### config.mk
export PLATFORM = sky130hd
export DESIGN_NAME = gth_rst_seq
export DESIGN_NICKNAME = d
export VERILOG_FILES = /design/src/rtl/gth_rst_seq.sv
export SDC_FILE = /design/constraint.sdc
export NUM_CORES = 1
export LEC_CHECK = 0
export ABC_AREA = 1
export CORE_ASPECT_RATIO = 0.6
export CORE_UTILIZATION = 39
export CTS_CLUSTER_DIAMETER = 120
export DETAILED_ROUTE_END_ITERATION = 8
export PLACE_DENSITY_LB_ADDON = 0.25
export SYNTH_ARGS = -nofsm -noshare
export SYNTH_HDL_FRONTEND = slang
export SYNTH_SLANG_ARGS = --single-unit
### constraint.sdc
create_clock -name i_up_clk -period 3.8 [get_ports i_up_clk]
set_input_delay 0.95 -clock i_up_clk [delete_from_list [all_inputs] [get_ports i_up_clk]]
set_output_delay 0.95 -clock i_up_clk [all_outputs]
set_load 0.01 [all_outputs]
### src/rtl/gth_rst_seq.sv
`default_nettype none
// =============================================================================
// Module   : gth_rst_seq
// Brief    : GTH transceiver reset sequencer: timed reset pulse, lock wait with
//            settle filter, timeout retry, auto relock and a 32-bit status word.
// Revision : 1.0 - initial release
// =============================================================================
module gth_rst_seq #(
    parameter int unsigned RST_CYCLES    = 64,
    parameter int unsigned LOCK_TIMEOUT  = 1000000,
    parameter int unsigned SETTLE_CYCLES = 16,
    parameter int unsigned MAX_RETRY     = 3,
    parameter logic [3:0]  LOCK_MASK     = 4'b1111,
    parameter bit          AUTO_RELOCK   = 1'b1
) (
    input  logic        i_up_clk,
    input  logic        i_up_rst,
    input  logic        i_rst_req,
    input  logic [3:0]  i_gth_status,
    output logic        o_gth_rst,
    output logic        o_locked,
    output logic        o_busy,
    output logic [31:0] o_stat_word
);

    localparam int c_PC_W = (RST_CYCLES > 1) ? $clog2(RST_CYCLES) : 1;
    localparam int c_TC_W = (LOCK_TIMEOUT > 1) ? $clog2(LOCK_TIMEOUT) : 1;
    localparam int c_SC_W = $clog2(SETTLE_CYCLES + 1);

    localparam logic [c_PC_W-1:0] c_PC_LAST   = c_PC_W'(RST_CYCLES - 1);
    localparam logic [c_TC_W-1:0] c_TC_LAST   = c_TC_W'(LOCK_TIMEOUT - 1);
    localparam logic [c_SC_W-1:0] c_SC_LAST   = c_SC_W'(SETTLE_CYCLES);
    localparam logic [3:0]        c_MAX_RETRY = 4'(MAX_RETRY);

    typedef enum logic [2:0] {
        S_IDLE      = 3'd0,
        S_ASSERT    = 3'd1,
        S_WAIT_LOCK = 3'd2,
        S_SETTLE    = 3'd3,
        S_LOCKED    = 3'd4,
        S_FAIL      = 3'd5
    } state_t;

    state_t              r_state;
    logic [c_PC_W-1:0]   r_pc;
    logic [c_TC_W-1:0]   r_tc;
    logic [c_SC_W-1:0]   r_sc;
    logic [3:0]          r_retry;
    logic [7:0]          r_loss;
    logic                r_timeout;
    logic                r_req_d;
    logic [3:0]          r_sync1;
    logic [3:0]          r_sync2;

    state_t              w_state_nxt;
    logic [c_PC_W-1:0]   w_pc_nxt;
    logic [c_TC_W-1:0]   w_tc_nxt;
    logic [c_SC_W-1:0]   w_sc_nxt;
    logic [3:0]          w_retry_nxt;
    logic [7:0]          w_loss_nxt;
    logic                w_timeout_nxt;
    logic                w_req_edge;
    logic                w_ok;
    logic                w_tc_last;

    assign w_req_edge = i_rst_req & ~r_req_d;
    assign w_ok       = ((r_sync2 & LOCK_MASK) == LOCK_MASK);
    assign w_tc_last  = (r_tc == c_TC_LAST);

    always_ff @(posedge i_up_clk) begin
        if (i_up_rst) begin
            r_state   <= S_IDLE;
            r_pc      <= '0;
            r_tc      <= '0;
            r_sc      <= '0;
            r_retry   <= '0;
            r_loss    <= '0;
            r_timeout <= 1'b0;
            r_req_d   <= 1'b0;
            r_sync1   <= '0;
            r_sync2   <= '0;
        end else begin
            r_state   <= w_state_nxt;
            r_pc      <= w_pc_nxt;
            r_tc      <= w_tc_nxt;
            r_sc      <= w_sc_nxt;
            r_retry   <= w_retry_nxt;
            r_loss    <= w_loss_nxt;
            r_timeout <= w_timeout_nxt;
            r_req_d   <= i_rst_req;
            r_sync1   <= i_gth_status;
            r_sync2   <= r_sync1;
        end
    end

    always_comb begin
        w_state_nxt   = r_state;
        w_pc_nxt      = r_pc;
        w_tc_nxt      = r_tc;
        w_sc_nxt      = r_sc;
        w_retry_nxt   = r_retry;
        w_loss_nxt    = r_loss;
        w_timeout_nxt = r_timeout;

        if (w_req_edge) begin
            w_state_nxt   = S_ASSERT;
            w_pc_nxt      = '0;
            w_retry_nxt   = '0;
            w_timeout_nxt = 1'b0;
        end else begin
            case (r_state)
                S_IDLE: begin
                end
                S_ASSERT: begin
                    if (r_pc == c_PC_LAST) begin
                        w_state_nxt = S_WAIT_LOCK;
                        w_tc_nxt    = '0;
                    end else begin
                        w_pc_nxt = r_pc + c_PC_W'(1);
                    end
                end
                S_WAIT_LOCK, S_SETTLE: begin
                    w_tc_nxt = r_tc + c_TC_W'(1);
                    // Settle completion beats a simultaneous timeout.
                    if ((r_state == S_SETTLE) && w_ok && (r_sc == c_SC_LAST)) begin
                        w_state_nxt = S_LOCKED;
                    end else if (w_tc_last) begin
                        w_timeout_nxt = 1'b1;
                        w_tc_nxt      = '0;
                        if (r_retry < c_MAX_RETRY) begin
                            w_retry_nxt = r_retry + 4'd1;
                            w_state_nxt = S_ASSERT;
                            w_pc_nxt    = '0;
                        end else begin
                            w_state_nxt = S_FAIL;
                        end
                    end else if (r_state == S_WAIT_LOCK) begin
                        if (w_ok) begin
                            w_state_nxt = S_SETTLE;
                            w_sc_nxt    = c_SC_W'(1);
                        end
                    end else if (!w_ok) begin
                        w_state_nxt = S_WAIT_LOCK;
                    end else begin
                        w_sc_nxt = r_sc + c_SC_W'(1);
                    end
                end
                S_LOCKED: begin
                    if (!w_ok) begin
                        if (r_loss != 8'hFF) begin
                            w_loss_nxt = r_loss + 8'd1;
                        end
                        if (AUTO_RELOCK) begin
                            w_state_nxt = S_ASSERT;
                            w_pc_nxt    = '0;
                            w_retry_nxt = '0;
                        end else begin
                            w_state_nxt = S_WAIT_LOCK;
                            w_tc_nxt    = '0;
                        end
                    end
                end
                S_FAIL: begin
                end
                default: begin
                    w_state_nxt = S_IDLE;
                end
            endcase
        end
    end

    assign o_gth_rst   = (r_state == S_ASSERT);
    assign o_locked    = (r_state == S_LOCKED);
    assign o_busy      = (r_state == S_ASSERT) || (r_state == S_WAIT_LOCK) ||
                         (r_state == S_SETTLE);
    assign o_stat_word = {8'h00, r_retry, r_loss, r_sync2, 2'b00,
                          r_timeout, o_locked, o_busy, r_state};

endmodule
`default_nettype wire

==> reports/metrics.cfg, run 1 <==
[synthesis]
netlist_instances=467
synthArstFlopShare=0
synth.most_common_cell=nand2_1
ys_top_cells_by_area=dfxtp_1 (36%), nand2_1 (10%), nor2_1 (9.0%)
synth-main-ff-cell=dfxtp_1
synth_area_sq_um=3160
yosysSeqAreaShare=0.355
ys_seq_elements=56
yosys.area.top_type=dfxtp_1
yosys.area.top_type_share=0.355
synth_edf_count=0
synth.avg_cell_area_sq_um=6.76
synthTopCellsByCount=nand2_1 (84), nor2_1 (76), inv_1 (66)
ys_types=34
yosys_warnings=0

[die]
pin_count=42
die_w_microns=118
die_y_microns=71.7
fp-row-count=24
dieArea_sq_um=8470
start_util=0.419
core_area_sq_um=7540

[routing]
drt-total-wl_microns=7260
drt_iter0_drc=237
ant_nets=0
drcViolationCount=0
num_vias=2871
drtPass1Iterations=5
routedWlPerCell_microns=12.1
viasPerCell=4.79

[power_and_ir_drop]
p_clk_frac=0.431
p_seq_frac=0.451
power.switching_mw=0.322
p_comb_frac=0.118
intPower_mw=1.03
power.density_nw_per_um2=368
p_leak_nw=1.39
switching_share=0.238
vdd_drop_max_mv=0.165

[clock_tree]
cts_tree=done
clock-root-buffer=clkbuf_16
holdBufCountCts=0
cts_max_level=2
clk_latency_ns=0.30
cts_buffer_depth=2
cts_sinks=56
cts-resized-gates=0
postCtsSetupBuffers=0
cts_made_buffers=5
path_clk_slew_ns=0.07

[global_routing]
grt.total_usage=0.184
grt-ovfl-total=0
grt_pass1_vias=2526
grt_pass1_wl_microns=12300
grt_max_degree=17
antenna_found_initial=0

[critical_path]
r2r_start=r_pc[0]$_SDFFE_PP0P_
crit_fanout=6
r2r_end=r_tc[8]$_SDFFE_PP0P_
crit_slowest_cell=clkdlybuf4s50_1
rrSetupSlack_ns=1.72
path_class=flip-flop to output port
cp-start-kind=flip-flop
crit_family=buffers and inverters
cp_num_cells=4
crit_end=o_stat_word[4]
cpPeakStageDelay_ns=0.56
cp-end-kind=output port
cp.arrival_ns=1.70
critPathRequiredTime_ns=2.85
crit_chain=inv_1 -> nand3_2 -> inv_2 -> clkdlybuf4s50_1
startpoint=r_state[0]$_SDFFE_PP0P_
ff2ff_path_depth=8
path_buf_inv=3

[sta]
timing.final.crit_share=0.698
whs_ns=0.407
clock_skew_ns=0.00434
slew_headroom=0.625
hold_viol_final=0
drv_slew=0
tightestPinTransition_ns=0.561
setup_ws_ns=1.15
tns_ns=0
rsz0062_at_grt=false
setup_viol=0
min_period_ns=2.65
max_freq_mhz=377

[finish]
drive_gt1_frac=0.0806
fin_nets=509
diodes=0
multi_input_area_sq_um=1650
fin_area_sq_um=3680
layout.area.seq_sq_um=1120
n_fill_cell=752
syn2layout_area_growth_pct=16.6

[placement]
place.gp.congestion=0.881
dp_slack_ns=0.937
placed_area_sq_um=3490
io_buffers=31
dp_hpwl_microns=5550

[hold_path]
hold_class=flip-flop to flip-flop
hold_start=r_sync1[3]$_SDFF_PP0_

[status]
status=finished, final reports clean

[job]
drv_cap=0

-- sequential cells by signal (all words and copies together) (netlist names) --
name	count
r_pc	6
r_sync1	4
r_req_d	1
r_retry	4
r_state	3
r_loss	8
r_sc	5
r_timeout	1
r_sync2	4
r_tc	20
-- placed cells by master (no fill, tap or decap) --
cell / count
a21o_1: 2
or2_2: 1
o21ai_2: 3
nor3_2: 1
inv_2: 5
nor3_1: 22
xnor2_1: 3
nand4_1: 11
bufinv_16: 2
ha_1: 6
buf_4: 1
o21ai_4: 1
nor2_1: 76
clkdlybuf4s50_1: 31
o21a_1: 2
inv_1: 66
dfxtp_1: 56
clkbuf_16: 5
nand3_4: 1
o21ai_1: 4
nand3_2: 4
nand2_1: 84
nand3_1: 36
o21ai_0: 11
nor2_4: 2
a31oi_1: 1
nor2_2: 4
inv_4: 2
a21oi_2: 1
nand2_2: 4
nand2_4: 3
xor2_1: 8
a21oi_1: 27
conb_1: 10
-- worst min-delay path by stage --
stage,end,slack [ns],cells past startpoint
floorplan,r_sync2[0]$_SDFF_PP0_,0.39,2
global placement,r_sync2[0]$_SDFF_PP0_,0.39,2
global route,r_sync2[3]$_SDFF_PP0_,0.42,2
detailed placement,r_sync2[2]$_SDFF_PP0_,0.40,2
CTS,r_sync2[2]$_SDFF_PP0_,0.41,2
finish,r_sync2[3]$_SDFF_PP0_,0.41,2
-- per-layer routing --
layer	wire length, microns	up-vias	GRT usage
met2	2750	86	0.244
li1	-	1511	-
met4	74	0	0.0655
met5	0	-	0
met1	3970	1270	0.281
met3	469	4	0.0446
-- layout make-up --
cell class | instances | share of cell area
clock inverter | 2 | 0.0163
sequential | 56 | 0.305
inverter | 73 | 0.0758
tap | 104 | 0.0354
multi-input combinational | 328 | 0.447
clock buffer | 5 | 0.0340
timing repair buffer | 32 | 0.0864
-- power by group through the flow --
stage | combinational (mW) | sequential [mW] | clock [mW]
floorplan | 0.123 | 0.624 | 0
global placement | 0.157 | 0.623 | 0
detailed placement | 0.158 | 0.624 | 0
CTS | 0.160 | 0.610 | 0.600
global route | 0.179 | 0.612 | 0.624
finish | 0.159 | 0.610 | 0.583
-- tightest hold or removal path: cells and delay by family, from the launching register on --
kind	cells	cell delay [ns]
buf+inv	1	0.04
simple gates	1	0.03
flops	1	0.30
-- per-stage QoR --
| step | power (mW) | cells | utilization |
|---|---|---|---|
| floorplan | 0.747 | 476 | - |
| CTS | 1.37 | 600 | 0.488 |
| global placement | 0.780 | 593 | 0.464 |
| detailed placement | 0.782 | 593 | 0.464 |
| finish | 1.35 | 600 | 0.488 |
| global route | 1.41 | 600 | 0.488 |
-- cell families (layout without fill, tap and decap cells) --
| kind of cell | Yosys count | after routing | share of synthesized area |
|---|---|---|---|
| AND/OR/NAND/NOR | 249 | 249 | 0.361 |
| buffers and inverters | 92 | 112 | 0.134 |
| flip-flops | 56 | 56 | 0.355 |
| AO/OA/AOI/OAI | 52 | 52 | 0.0943 |
| XOR/XNOR | 11 | 11 | 0.0305 |
| adder cells (fa/ha/maj) | 6 | 6 | 0.0238 |
| other | 1 | 10 | 0.00119 |
No activity file was read; power rests on OpenSTA's default activity.
==> inputs of run 2 (changes only) <==
Clock period 3.8 ns to 2.6 ns, I/O delays scaled along.
==> run 2 against run 1 <==
Effect of this change:
- die area stayed put
- largest power group unchanged
- clock skew is 0.00063 ns lower
- clock-buffer cell count stayed put
- highest routed layer unchanged
- design area is 0.20% lower
==> reports/metrics.cfg, run 2 (synthesis results as in run 1) <==
[status]
status=finished, final reports clean

[clock_tree]
cts-resized-gates=0
cts_made_buffers=5
cts_buffer_depth=2
cts_sinks=56
holdBufCountCts=0
cts_max_level=2
path_clk_slew_ns=0.07
postCtsSetupBuffers=0
cts_tree=done
clock-root-buffer=clkbuf_16
clk_latency_ns=0.29

[sta]
min_period_ns=2.34
clock_skew_ns=0.00371
setup_ws_ns=0.256
timing.final.crit_share=0.901
drv_slew=0
hold_viol_final=0
max_freq_mhz=427
setup_viol=0
rsz0062_at_grt=false
whs_ns=0.402
tns_ns=0

[hold_path]
worstHoldEndpoint=r_sync2[2]$_SDFF_PP0_
hold_class=flip-flop to flip-flop
hold_start=r_sync1[2]$_SDFF_PP0_
whs_path_depth=2

[global_routing]
grt_pass1_wl_microns=12300
grt.total_usage=0.179
grt_pass1_vias=2602
grt-ovfl-total=0
antenna_found_initial=0
grt_max_degree=17

[finish]
multi_input_area_sq_um=1650
fin_nets=512
final_common_cell=nand2_1
diodes=0
reg.largest.list=r_tc x20, r_loss x8, r_pc x6
syn2layout_area_growth_pct=16.3
largest_register_ffs=20
layout.area.seq_sq_um=1120
drive_gt1_frac=0.0843
regMostFlops=r_tc
final_core_util=0.487
n_fill_cell=734
most-common-layout-cells=nand2_1 (84), nor2_1 (76), inv_1 (66)

[routing]
ant_nets=0
met2_length_microns=2860
maxUsedRoutingLayer=met4
num_vias=2957
wl_met1_microns=3740
viasPerCell=4.91
drtPass1Iterations=5
routedWlPerCell_microns=11.9
routed-wl-met3_microns=519
drt-total-wl_microns=7180
drcViolationCount=0
drt_iter0_drc=258

[critical_path]
cp.arrival_ns=1.69
rrSetupSlack_ns=0.66
cp-start-kind=flip-flop
path_class=flip-flop to output port
critPathRequiredTime_ns=1.95
r2r_start=r_pc[0]$_SDFFE_PP0P_
r2r_end=r_tc[19]$_SDFFE_PP0P_
cp-end-kind=output port
crit_fanout=6
ff2ff_path_depth=11

[die]
start_util=0.419
dieArea_sq_um=8470
die_w_microns=118
die_y_microns=71.7
pin_count=42
fp-row-count=24
core_area_sq_um=7540

[placement]
io_buffers=31
place.gp.congestion=0.881
dp_slack_ns=0.242
dp_hpwl_microns=5510

[job]
drv_cap=0

[power_and_ir_drop]
power.density_nw_per_um2=507
p_leak_nw=1.39
vdd_drop_max_mv=0.237

-- run 2: layout make-up --
cell class                 instances  share of cell area
multi-input combinational        328               0.448
inverter                          73              0.0760
tap                              104              0.0354
sequential                        56               0.305
timing repair buffer              35              0.0927
clock buffer                       5              0.0341
clock inverter                     1             0.00818
-- run 2: per-layer routing --
metal,GRT usage,vias up
met5,0,-
met4,0.0484,0
met3,0.0430,7
met2,0.248,108
met1,0.272,1322
li1,-,1520
-- run 2: power by group --
group,internal (mW),switching [mW]
registers,0.877,0.0156
clock network,0.444,0.284
logic,0.0888,0.152
-- run 2: worst max-delay path: stages, from the launching register on --
cell             delay [ns]
dfxtp_1                0.35
inv_1                  0.19
nand3_2                0.14
inv_2                  0.17
clkdlybuf4s50_1        0.57
-- run 2: worst max path at each step --
stage	to	from
floorplan	r_tc[14]$_SDFFE_PP0P_	i_rst_req
global placement	r_tc[19]$_SDFFE_PP0P_	i_rst_req
detailed placement	r_tc[9]$_SDFFE_PP0P_	i_rst_req
CTS	o_stat_word[4]	r_state[0]$_SDFFE_PP0P_
global route	o_stat_word[4]	r_state[0]$_SDFFE_PP0P_
finish	o_stat_word[4]	r_state[0]$_SDFFE_PP0P_
-- run 2: through the flow --
stage,area [sq um],power (mW),std cells
floorplan,3190,1.09,476
global placement,3520,1.15,596
detailed placement,3520,1.15,596
CTS,3670,1.88,602
global route,3670,1.95,602
finish,3670,1.86,602
==> inputs of run 3 (changes only) <==
Settings changed: CORE_MARGIN from default to 3, SLEW_MARGIN from default to 20.
==> run 3 against run 2 <==
Effect of this change:
- global-route usage decreased by 1.9 points
- first-iteration DRC count down 2.3%
- die area grew 9.2%
- setup slack lost 0.031 ns
- sequential cell count unchanged
- via count is 2.4% lower
- cell count rose by 0.33%
- combinational power down 3%
- critical path depth unchanged
- maximum frequency decreased by 1.3%
- worst hold slack gained 0.0054 ns
- sequential share of layout area is essentially flat
- critical path type unchanged
- largest cell class unchanged
==> reports/metrics.cfg, run 3 (synthesis results as in run 1) <==
[status]
status=finished, final reports clean

[finish]
final_core_util=0.485
drive_gt1_frac=0.0880
reg.largest.list=r_tc x20, r_loss x8, r_pc x6
fin_nets=512
final-instance-count-excl-fill=604
most-common-layout-cells=nand2_1 (84), nor2_1 (76), inv_1 (66)
syn2layout_area_growth_pct=16.3
fin_area_sq_um=3670
regMostFlops=r_tc
final_common_cell=nand2_1
diodes=0
n_fill_cell=746
largest_register_ffs=20

[clock_tree]
cts_tree=done
cts_max_level=2
holdBufCountCts=0
cts-resized-gates=0
cts_buffer_depth=2
cts_made_buffers=5
path_clk_slew_ns=0.07
cts_sinks=56
clk_latency_ns=0.30
clock-root-buffer=clkbuf_16
postCtsSetupBuffers=0

[sta]
min_period_ns=2.37
hold_viol_final=0
drv_slew=0
clock_skew_ns=0.00720
timing.final.crit_share=0.913
setup_ws_ns=0.225
tns_ns=0
max_freq_mhz=421
setup_viol=0
whs_ns=0.407
rsz0062_at_grt=false

[global_routing]
antenna_found_initial=0
grt-ovfl-total=0
grt_max_degree=18
grt.total_usage=0.160
grt_pass1_vias=2434
grt_pass1_wl_microns=11700

[power_and_ir_drop]
p_seq_frac=0.490
switching_share=0.259
power_mw=1.82
power.switching_mw=0.472
p_comb_frac=0.128
power.density_nw_per_um2=496
p_leak_nw=1.40
vdd_drop_max_mv=0.308
p_clk_frac=0.382
intPower_mw=1.35

[die]
die_y_microns=75.7
start_util=0.417
fp-row-count=24
core_area_sq_um=7570
dieArea_sq_um=9250
die_w_microns=122
pin_count=42

[critical_path]
crit_chain=inv_1 -> nand3_2 -> inv_2 -> clkdlybuf4s50_1
cpPeakStageDelay_ns=0.57
cp-start-kind=flip-flop
cp.arrival_ns=1.72
path_class=flip-flop to output port
crit_fanout=6
cp-end-kind=output port
critPathRequiredTime_ns=1.95
rrSetupSlack_ns=0.67
crit_slowest_cell=clkdlybuf4s50_1

[routing]
drcViolationCount=0
drt-total-wl_microns=7300
drt_iter0_drc=252
ant_nets=0
routedWlPerCell_microns=12.1
viasPerCell=4.78
drtPass1Iterations=5
num_vias=2887

[placement]
placed_area_sq_um=3520
dp_slack_ns=0.180
io_buffers=31
dp_hpwl_microns=5830
place.gp.congestion=0.957
dpl.cell_count=596

[hold_path]
hold_class=flip-flop to flip-flop

[job]
drv_cap=0

## run 3: per-layer routing
| metal | vias up | part of all wire | global-route usage |
|---|---|---|---|
| met3 | 5 | 0.095 | 0.0490 |
| met2 | 95 | 0.39 | 0.220 |
| met1 | 1256 | 0.51 | 0.245 |
| met5 | - | 0 | 0 |
| met4 | 0 | 0.0047 | 0.0273 |
| li1 | 1531 | - | - |
## run 3: worst paths after layout
kind	from	to	cells after the start
worst min register to register	r_sync1[3]$_SDFF_PP0_	r_sync2[3]$_SDFF_PP0_	2
worst min-delay path	r_sync1[3]$_SDFF_PP0_	r_sync2[3]$_SDFF_PP0_	2
worst max-delay path	r_state[0]$_SDFFE_PP0P_	o_stat_word[4]	4
worst max register to register	r_pc[0]$_SDFFE_PP0P_	r_tc[19]$_SDFFE_PP0P_	11
## run 3: power groups by stage
stage | logic, mW | clock network (mW) | registers [mW]
finish | 0.234 | 0.695 | 0.892
global route | 0.262 | 0.750 | 0.895
CTS | 0.235 | 0.720 | 0.892
detailed placement | 0.234 | 0 | 0.912
global placement | 0.231 | 0 | 0.911
floorplan | 0.180 | 0 | 0.912
## run 3: area by class of cell
class | count | area, sq um | area share
clock inverters | 2 | 13.8 | 0.00375
inverters | 73 | 279 | 0.0760
clock buffers | 6 | 139 | 0.0378
well taps | 104 | 130 | 0.0355
flip-flops and latches | 56 | 1120 | 0.305
repair buffers | 35 | 340 | 0.0927
multi-input cells | 328 | 1650 | 0.449
## run 3: worst max-delay path, delay by kind of cell (launching register included)
| family | cells | cell delay, ns |
|---|---|---|
| flops | 1 | 0.34 |
| buf+inv | 3 | 0.93 |
| simple gates | 1 | 0.14 |
